$ cat config.mk
export PLATFORM = sky130hd
export DESIGN_NAME = parc_core_reorder_buffer
export DESIGN_NICKNAME = d
export VERILOG_FILES = /design/src/rtl/parc_core_reorder_buffer.sv
export SDC_FILE = /design/constraint.sdc
export NUM_CORES = 1
export LEC_CHECK = 0
export CORE_MARGIN = 2
export CORE_UTILIZATION = 61
export DETAILED_ROUTE_END_ITERATION = 12
export PLACE_DENSITY = 0.8
export SLEW_MARGIN = 25
export SYNTH_ARGS = -nofsm -noshare
export SYNTH_HDL_FRONTEND = slang
export SYNTH_SLANG_ARGS = --single-unit
export TNS_END_PERCENT = 30
$ cat constraint.sdc
create_clock -name clk -period 5.4 [get_ports clk]
set_input_delay 1.08 -clock clk [delete_from_list [all_inputs] [get_ports clk]]
set_output_delay 1.08 -clock clk [all_outputs]
set_load 0.02 [all_outputs]
$ cat src/rtl/parc_core_reorder_buffer.sv
// parc_core_reorder_buffer
// 16-entry in-order reorder buffer for the PARC core. Decode allocates a
// slot at the tail, writeback fills slots in any order, and the head entry
// retires to the register file once its result has arrived. Stored results
// can be read back by slot ID for operand bypass.
//
// Handshakes:
//   alloc  - rob_alloc_rdy is a pure function of occupancy (count < 16) and
//            never looks at a same-cycle commit. An allocation fires on a
//            rising edge when rob_alloc_req && rob_alloc_rdy. A request while
//            full is dropped and the requester must hold it until rdy returns.
//   fill   - rob_fill_val is a one-cycle strobe with no back-pressure; it is
//            accepted only if the addressed slot is valid and still pending,
//            otherwise it is silently dropped.
//   commit - rob_commit_wen is a one-cycle strobe with no back-pressure; the
//            head entry retires on the edge that ends the cycle it is high.
module parc_core_reorder_buffer #(
    parameter int NUM_ENTRIES = 16,
    parameter int DATA_W      = 32
) (
    input  logic              clk,
    input  logic              reset_n,
    // allocate from decode
    input  logic              rob_alloc_req,
    input  logic [4:0]        rob_alloc_dst,
    output logic              rob_alloc_rdy,
    output logic [3:0]        rob_alloc_slot,
    // writeback
    input  logic              rob_fill_val,
    input  logic [3:0]        rob_fill_slot,
    input  logic [DATA_W-1:0] rob_fill_data,
    // retire to register file
    output logic              rob_commit_wen,
    output logic [3:0]        rob_commit_slot,
    output logic [4:0]        rob_commit_rf_waddr,
    output logic [DATA_W-1:0] rob_commit_rf_wdata,
    // operand bypass reads
    input  logic [3:0]        rob_byp_slot0,
    input  logic [3:0]        rob_byp_slot1,
    output logic [DATA_W-1:0] rob_byp_data0,
    output logic [DATA_W-1:0] rob_byp_data1
);

    // Occupancy value that means "every slot in use".
    localparam logic [4:0] FULL_COUNT = 5'(NUM_ENTRIES);

    // Per-entry state.
    logic [NUM_ENTRIES-1:0] valid_q,   valid_d;
    logic [NUM_ENTRIES-1:0] pending_q, pending_d;
    logic [4:0]             dst_q      [NUM_ENTRIES];
    logic [4:0]             dst_d      [NUM_ENTRIES];
    logic [DATA_W-1:0]      data_q     [NUM_ENTRIES];
    logic [DATA_W-1:0]      data_d     [NUM_ENTRIES];

    // Circular-buffer bookkeeping. head == tail is ambiguous on its own;
    // count tells empty (0) from full (16).
    logic [3:0] head_q,  head_d;
    logic [3:0] tail_q,  tail_d;
    logic [4:0] count_q, count_d;

    logic alloc_fire;
    logic fill_fire;
    logic commit_fire;

    // Event decode: which of allocate / fill / commit happen at the next edge.
    always_comb begin
        rob_alloc_rdy = (count_q < FULL_COUNT);
        alloc_fire    = rob_alloc_req && rob_alloc_rdy;
        // A slot being allocated this cycle is still invalid, so a fill that
        // targets it is dropped by the valid check alone.
        fill_fire     = rob_fill_val && valid_q[rob_fill_slot] && pending_q[rob_fill_slot];
        commit_fire   = valid_q[head_q] && !pending_q[head_q];
    end

    // Next-state for the entry array. The three events never touch the same
    // field of the same slot: alloc only hits an invalid slot, fill only a
    // pending one, commit only a non-pending one.
    always_comb begin
        valid_d   = valid_q;
        pending_d = pending_q;
        dst_d     = dst_q;
        data_d    = data_q;
        if (alloc_fire) begin
            valid_d[tail_q]   = 1'b1;
            pending_d[tail_q] = 1'b1;
            dst_d[tail_q]     = rob_alloc_dst;
        end
        if (fill_fire) begin
            pending_d[rob_fill_slot] = 1'b0;
            data_d[rob_fill_slot]    = rob_fill_data;
        end
        if (commit_fire) begin
            valid_d[head_q] = 1'b0;
        end
    end

    // Next-state for the pointers and occupancy; 4-bit pointers wrap 15 -> 0.
    always_comb begin
        head_d  = head_q;
        tail_d  = tail_q;
        count_d = count_q;
        if (alloc_fire) begin
            tail_d = tail_q + 4'd1;
        end
        if (commit_fire) begin
            head_d = head_q + 4'd1;
        end
        case ({alloc_fire, commit_fire})
            2'b10:   count_d = count_q + 5'd1;
            2'b01:   count_d = count_q - 5'd1;
            default: count_d = count_q;
        endcase
    end

    // State registers; reset clears everything, including stored data, so the
    // bypass and commit data outputs read zero straight out of reset.
    always_ff @(posedge clk or negedge reset_n) begin
        if (!reset_n) begin
            valid_q   <= '0;
            pending_q <= '0;
            for (int i = 0; i < NUM_ENTRIES; i++) begin
                dst_q[i]  <= '0;
                data_q[i] <= '0;
            end
            head_q    <= '0;
            tail_q    <= '0;
            count_q   <= '0;
        end else begin
            valid_q   <= valid_d;
            pending_q <= pending_d;
            dst_q     <= dst_d;
            data_q    <= data_d;
            head_q    <= head_d;
            tail_q    <= tail_d;
            count_q   <= count_d;
        end
    end

    // Output views of the state. Commit fields always show the head entry;
    // they only mean something while rob_commit_wen is high. Bypass reads are
    // raw storage and do not see a fill landing in the same cycle.
    always_comb begin
        rob_alloc_slot      = tail_q;
        rob_commit_wen      = commit_fire;
        rob_commit_slot     = head_q;
        rob_commit_rf_waddr = dst_q[head_q];
        rob_commit_rf_wdata = data_q[head_q];
        rob_byp_data0       = data_q[rob_byp_slot0];
        rob_byp_data1       = data_q[rob_byp_slot1];
    end

endmodule

======== Yosys cells after proc, flatten, opt, wreduce, memory -nomap -nowiden ========
Cells that the tools add are included.
storage, ports and cells
  bits in registers ....................... 637
  latch bits .............................. 0
  RAM bits ................................ 0
  bits in read-only memories .............. 0
  input bits .............................. 53
  output and inout port bits .............. 111
  memories ................................ 0
cells by class
  add/subtract/negate cells ............... 4
  multipliers ............................. 0
  divide/modulo/power cells ............... 0
  order comparisons ....................... 14
  eq/ne operators ......................... 2
  shift operators ......................... 0
  muxes and demuxes ....................... 37
  bitwise logic cells ..................... 11
  reduce and logical (&&, ||, !) cells .... 11
operator list
  operator               count
  $bwmux W512            1
  $bmux W32 S4           3
  $mux W32               7
  $demux W32 S4          1
  $bwmux W80             1
  $mux W16               4
  $and A16 B16 Y16       2
  $not A16 Y16           2
  $or A16 B16 Y16        2
  $ge A5 B5 Y1 const B   5
  $not A4 Y5             5
  $bmux W5 S4            1
  $demux W5 S4           1
  $bmux W1 S4            4
  $lt A4 B5 Y1 const B   3
  $mux W5                3
  $demux W1 S4           3
  $ge A4 B1 Y1 const B   3
  $lt A5 B1 Y1 const B   2
  $pmux W5 S2            1
  $logic_and A1 B1 Y1    9
  $add A4 B1 Y4 const B  2
  $mux W1                7
  $add A5 B1 Y5 const B  1
  6 further kinds        6

======== Longest topological paths before layout ========
Gate-level depths: netlist (run 1).
  depth in word-level cells ............... 8
  mapped depth ............................ 16
  gate-level depth less buffers ........... 12

======== Worst setup path after synthesis (run 1) ========
Ideal clock, no wire load.
  kind .................................... input to output
  from .................................... input port rob_byp_slot0[0]
  to ...................................... output port rob_byp_data0[11]
  data arrival time ....................... 2.991 ns
  setup slack ............................. 1.329 ns
  stages .................................. 4
  path buffers ............................ 2
  cells stage by stage .................... buf_2 -> buf_1 -> mux4_2 -> mux4_2
between the ends
  longest elaborated chain between the ends .. 4
ends and longest elaborated chain
  item                                         RTL line  text
  start, declared                              38        input logic [3:0] rob_byp_slot0,
  $not A4 Y5 (implied by the code)             148       rob_byp_data0 = data_q[rob_byp_slot0];
  $bmux W32 S4                                 148
  $mux W32 (implied by the code) (2 in a row)  148
  end, declared                                40        output logic [DATA_W-1:0] rob_byp_data0,
Every way passes these cells. The select of a mux whose other input is x is not followed.

======== Final worst setup path (run 1) ========
  from .................................... register head_q[0] (netlist: rob_commit_slot[0])
  to ...................................... output port rob_commit_rf_wdata[1]
between the ends
  longest elaborated chain between the ends .. 4
ends and longest elaborated chain
  item                                         RTL line  text
  start, declared                              57        logic [3:0] head_q, head_d;
  start signal, assigned                       125       head_q <= '0;
  start signal, assigned                       133       head_q <= head_d;
  $not A4 Y5 (implied by the code)             147       rob_commit_rf_wdata = data_q[head_q];
  $bmux W32 S4                                 147
  $mux W32 (implied by the code) (2 in a row)  147
  end, declared                                36        output logic [DATA_W-1:0] rob_commit_rf_wdata,
Every way passes these cells. The select of a mux whose other input is x is not followed.

==> results of run 1 <==
[metal layers]
metal / up-vias / track usage
li1: 9016 / -
met5: - / 0
met3: 227 / 0.0644
met2: 1115 / 0.511
met4: 6 / 0.129
met1: 12296 / 0.446
[where the power goes]
part	internal, W	total (W)	leakage [nW]	switching [W]
Clock	0.00285	0.00479	1.14	0.00194
Combinational	0.00402	0.00703	8.32	0.00301
Sequential	0.00600	0.00726	8.52	0.00126
[state kept, by name (all words and copies together) (netlist names)]
name,count
count_q,5
data_q,512
rob_alloc_slot,4
pending_q,16
rob_commit_slot,4
valid_q,16
dst_q,80
[through the flow]
| stage | std cells | util | setup WS (ns) | power (W) |
|---|---|---|---|---|
| CTS | 3109 | 0.700 | 0.712 | 0.0191 |
| global route | 3111 | 0.701 | 0.602 | 0.0199 |
| floorplan | 2202 | - | 1.33 | 0.0120 |
| detailed placement | 2988 | 0.662 | 0.788 | 0.0143 |
| global placement | 2988 | 0.661 | 0.768 | 0.0140 |
| finish | 3113 | 0.701 | 0.762 | 0.0191 |
[area by class of cell]
type                       instances  share of cell area
multi-input combinational       1344               0.475
sequential                       637               0.386
timing repair buffer             227              0.0590
clock buffer                     103              0.0510
tap                              773              0.0234
clock inverter                    18             0.00460
inverter                           7            0.000635
antenna                            4            0.000242
[cells in the final DEF (no fill, tap or decap), types with 5 or more instances in the layout]
cell	count
xnor2_1	6
o21a_1	12
xor2_1	5
clkbuf_16	74
ha_1	12
mux4_2	514
nand2_2	8
clkbuf_1	14
nand2_1	76
nor3_2	5
clkinv_2	10
nor2b_1	7
mux2_1	58
buf_12	26
mux2_2	520
clkdlybuf4s50_1	154
nand3_1	5
dfrtp_1	633
buf_4	40
a31oi_1	16
inv_1	6
nor2_1	45
clkbuf_8	16
mux2i_1	16
[cell families after synthesis]
family / share of synthesized area
mux: 0.500
flops: 0.437
buf+inv: 0.0260
simple gates: 0.0204
compound gates: 0.00923
fa+ha+maj: 0.00412
xor+xnor: 0.00264
[worst min path at each step]
stage / from / endpoint / slack, ns / cells after the start
3_3_place_gp: dst_q[60]$_DFFE_PN0P_ / dst_q[60]$_DFFE_PN0P_ / 0.45 / 2
4_1_cts: reset_n / data_q[347]$_DFFE_PN0P_ / 0.47 / 1
5_1_grt: dst_q[61]$_DFFE_PN0P_ / dst_q[61]$_DFFE_PN0P_ / 0.50 / 2
2_1_floorplan: dst_q[65]$_DFFE_PN0P_ / dst_q[65]$_DFFE_PN0P_ / 0.44 / 2
3_5_place_dp: dst_q[76]$_DFFE_PN0P_ / dst_q[76]$_DFFE_PN0P_ / 0.47 / 2
6_report: reset_n / data_q[347]$_DFFE_PN0P_ / 0.47 / 1
==> impl_metrics.ini, run 1 <==
[clock_network]
cts.reportedPaths.clkPinSlew_ns = 0.06
clkLatencyLatePin_ns = 0.61
clock-sinks = 637
hold_buffers = 0
cts-root-buf = clkbuf_16
ctsResizeCount = 0
cts.path.max_buffers = 3
postCtsSetupBuffers = 0
cts_tree = yes
numCtsBuffers = 70
h-tree-depth = 3

[setup_path]
endpoint = rob_commit_rf_wdata[1]
critPathKind = flip-flop to output port
crit_path_start = rob_commit_slot[0]$_DFFE_PN0N_
r2r_start = rob_commit_slot[1]$_DFFE_PN0N_
reg2reg_depth = 13
required_ns = 4.32
cpMaxStageDelayCell = buf_12
end_kind = output port
r2r_slack_ns = 1.70
r2r-end = count_q[4]$_DFFE_PN0P_
start_kind = flip-flop
path_buf_inv = 2
cp.arrival_ns = 3.56
cp_common_cell = mux4_2
path_delay_family = buffers and inverters
worstPathMaxFanout = 101
path_depth = 4
cp_cell_sequence = buf_12 -> mux4_2 -> mux4_2 -> clkdlybuf4s50_1
max_stage_delay_ns = 0.64

[pwr]
power.static_leakage_nw = 18.0
peakVddDrop_uv = 437
power.density_mw_per_mm2 = 461

[route]
first_iter_violations = 2000
avgViaCountPerCell = 7.28
maxUsedRoutingLayer = met5
wl_met1_um = 37400
wl_um = 96800
postRouteAntennaNets = 0
dr_wl_met3_um = 8100
first_pass_iters = 5
drcViolationCount = 0
num_vias = 22660
wl_per_cell_um = 31.1
wl_met2_um = 47900

[sta]
setup_viol = 0
hold_violations = 0
relSlewSlack = 0.295
max_freq_mhz = 216
worst_slew_pin_slew_ns = 1.05
setup_tns_ns = 0
drv_slew = 0
whs_ns = 0.468
fin_crit_ns = 4.64
clock_skew_ns = 0.0180
fin_crit_sh = 0.859
rsz0062_at_grt = false

[synthesis]
ys_ff_latch = 637
ys_types = 45
yosys-top-cells-count = 637 x dfrtp_1, 520 x mux2_2, 514 x mux4_2, 117 x clkbuf_1, 84 x nand2_1
synth_nets = 2267
synth_top_flop_cell = dfrtp_1
synth_edf_count = 0
yosysMostFrequentCell = dfrtp_1
seq_area_frac_synth = 0.437
syn_avg_cell_area_um2 = 16.6
ys_top_cells_by_area = dfrtp_1 44%, mux4_2 32%, mux2_2 16%
synthArstFlopShare = 1.00
synth_warnings = 0
synthCells = 2202
yosys.area.top_type = dfrtp_1
syn_area_mm2 = 0.0365
synthDominantCellAreaShare = 0.437

[die]
core_mm2 = 0.0590
start_util = 0.618
boundaryPins = 164
die_h_um = 248
die-area_mm2 = 0.0617
die_w_um = 248
row_count = 89

[place]
hpwl_um = 57600
portBuffers = 163
placed_area_mm2 = 0.0390
gp_congestion = 0.828

[status]
outcome = finished, final reports clean

[grt]
grt_overflow_total = 0
grt_use_total = 0.322
grt_max_degree = 146
antenna_found_initial = 6
grt_pass1_wl_um = 151000
grt_pass1_vias = 24391

[cells_and_area]
fillers = 3700
synthToLayoutAreaGrowth_pct = 13.4
register_area_mm2 = 0.0160
multi_input_area_mm2 = 0.0197
drive_above_1_share = 0.531
final_cell_area_mm2 = 0.0414
fin_nets = 2352

[run]
cap_viol_max_count = 0

[min_path]
hold_path_class = primary input to asynchronous set/reset pin
No activity file was read; power rests on OpenSTA's default activity.
==> run 2: changes to the inputs <==
PLACE_DENSITY = 0.89   (was 0.8)
==> run 2 against run 1 <==
Die area unchanged. Critical path depth is the same. Global-route usage rose by 0.43 points. Wire length up 1.8%. Setup slack improved by 0.040 ns. Via count increased by 1.8%.
==> impl_metrics.ini, run 2 (synthesis results as in run 1) <==
[setup_path]
cp_cell_sequence = buf_12 -> mux4_2 -> mux4_2 -> clkdlybuf4s50_1
critPathKind = flip-flop to output port
path_buf_inv = 2
start_kind = flip-flop
cpMaxStageDelayCell = clkdlybuf4s50_1
path_delay_family = multiplexers
cp.arrival_ns = 3.52
cp_common_cell = mux4_2
worstPathMaxFanout = 88
required_ns = 4.32
end_kind = output port
max_stage_delay_ns = 0.63

[cells_and_area]
final_cell_mix = 633 x dfrtp_1, 520 x mux2_2, 514 x mux4_2
regMostFlops = data_q
synthToLayoutAreaGrowth_pct = 13.5
fin_nets = 2357
utilization = 0.701
reg_top3 = data_q x512, dst_q x80
layout_commonest_cell = dfrtp_1
fillers = 3506
largest_reg_flops = 512
drive_above_1_share = 0.530

[route]
wl_um = 98500
avgViaCountPerCell = 7.39
first_iter_violations = 2524
drcViolationCount = 0
first_pass_iters = 7
num_vias = 23058
postRouteAntennaNets = 0
wl_per_cell_um = 31.6

[sta]
fin_crit_ns = 4.60
worst_slew_pin_slew_ns = 1.07
setup_viol = 0
relSlewSlack = 0.281
hold_violations = 0
fin_crit_sh = 0.851
rsz0062_at_grt = false
max_freq_mhz = 217
drv_slew = 0
clock_skew_ns = 0.0374
setup_tns_ns = 0

[status]
outcome = finished, final reports clean

[clock_network]
cts_tree = yes
cts-root-buf = clkbuf_16
hold_buffers = 0
h-tree-depth = 3
cts.path.max_buffers = 3
clock-sinks = 637
cts.reportedPaths.clkPinSlew_ns = 0.06
ctsResizeCount = 0
numCtsBuffers = 70
postCtsSetupBuffers = 0
clkLatencyLatePin_ns = 0.62

[grt]
grt_max_degree = 147
grt_use_total = 0.327
met3_usage = 0.0831
antenna_found_initial = 4
grt_overflow_total = 0
busiest_layer = met2
met2_usage = 0.514
use_met1 = 0.436
grt_pass1_wl_um = 153000
grt_pass1_vias = 24901

[pwr]
p_seq_frac = 0.374
peakVddDrop_uv = 334
switching_share = 0.330
cellInternalPower_w = 0.0130
power.density_mw_per_mm2 = 467
combPwrFrac = 0.371
power.switching_w = 0.00638
power.static_leakage_nw = 18.0
pwr-share-clk = 0.255

[die]
die-area_mm2 = 0.0617
boundaryPins = 164
core_mm2 = 0.0590
row_count = 89
die_h_um = 248
die_w_um = 248
start_util = 0.618

[min_path]
hold_path_class = flip-flop to flip-flop

[place]
portBuffers = 163
gp_congestion = 0.881
hpwl_um = 59100

[run]
cap_viol_max_count = 0
[run 2: changes by cell type in the layout (fill, tap and decap cells not counted), sizes merged]
cell / before / now
inv: 8 / 6
clkinvlp: 1 / 3
clkinv: 13 / 9
clkbuf: 104 / 111
buf: 72 / 76
bufinv: 3 / 5
diode: 4 / 2
[run 2: area by class of cell]
cell class                 count  area (um2)  area share
antenna                        2        5.00    0.000121
clock buffer                 109        2120      0.0513
multi-input combinational   1344       19700       0.475
inverter                       7        26.3    0.000635
sequential                   637       16000       0.385
tap                          773         967      0.0234
timing repair buffer         232        2420      0.0585
clock inverter                16         239     0.00577
[run 2: path summary, 6_finish.rpt]
| path | cells after the start | start | endpoint | slack (ns) |
|---|---|---|---|---|
| max | 4 | rob_commit_slot[0]$_DFFE_PN0N_ | rob_commit_rf_wdata[10] | 0.80 |
| min in group asynchronous | 1 | reset_n | data_q[36]$_DFFE_PN0P_ | 0.54 |
| max reg2reg | 12 | rob_commit_slot[0]$_DFFE_PN0N_ | count_q[4]$_DFFE_PN0P_ | 1.53 |
| min reg2reg | 2 | dst_q[61]$_DFFE_PN0P_ | dst_q[61]$_DFFE_PN0P_ | 0.49 |
| max in group asynchronous | 2 | reset_n | data_q[61]$_DFFE_PN0P_ | 3.49 |
| min | 2 | dst_q[61]$_DFFE_PN0P_ | dst_q[61]$_DFFE_PN0P_ | 0.49 |
[run 2: metrics by stage]
stage	hold WS [ns]	power [W]	setup slack, ns	area (um2)	std cells
after global placement	0.453	0.0140	0.851	39000	2993
after floorplan	0.441	0.0120	1.33	36500	2202
final	0.489	0.0193	0.802	41400	3120
after detailed placement	0.466	0.0144	0.838	39000	2993
after CTS	0.481	0.0193	0.835	41400	3118
after global routing	0.506	0.0201	0.756	41400	3119
[run 2: power groups by stage]
stage	registers (W)	clock network, W	logic [W]
after floorplan	0.00675	0	0.00521
after global placement	0.00706	0	0.00691
after detailed placement	0.00724	0	0.00711
after CTS	0.00719	0.00497	0.00717
after global routing	0.00738	0.00518	0.00755
final	0.00723	0.00493	0.00718
[run 2: routing by layer]
metal  up-vias  share of wire
met2      1439           0.49
met4         4          0.044
met1     12296           0.36
met3       304           0.11
li1       9015              -
met5         -        0.00033
[run 2: worst reg2reg max path: cells and delay by family, from the launching register on]
kind | cells | cell delay (ns)
buf+inv | 1 | 0.32
flops | 1 | 0.45
fa+ha+maj | 2 | 0.74
compound gates | 4 | 1.09
xor+xnor | 2 | 0.36
simple gates | 1 | 0.10
mux | 2 | 0.70
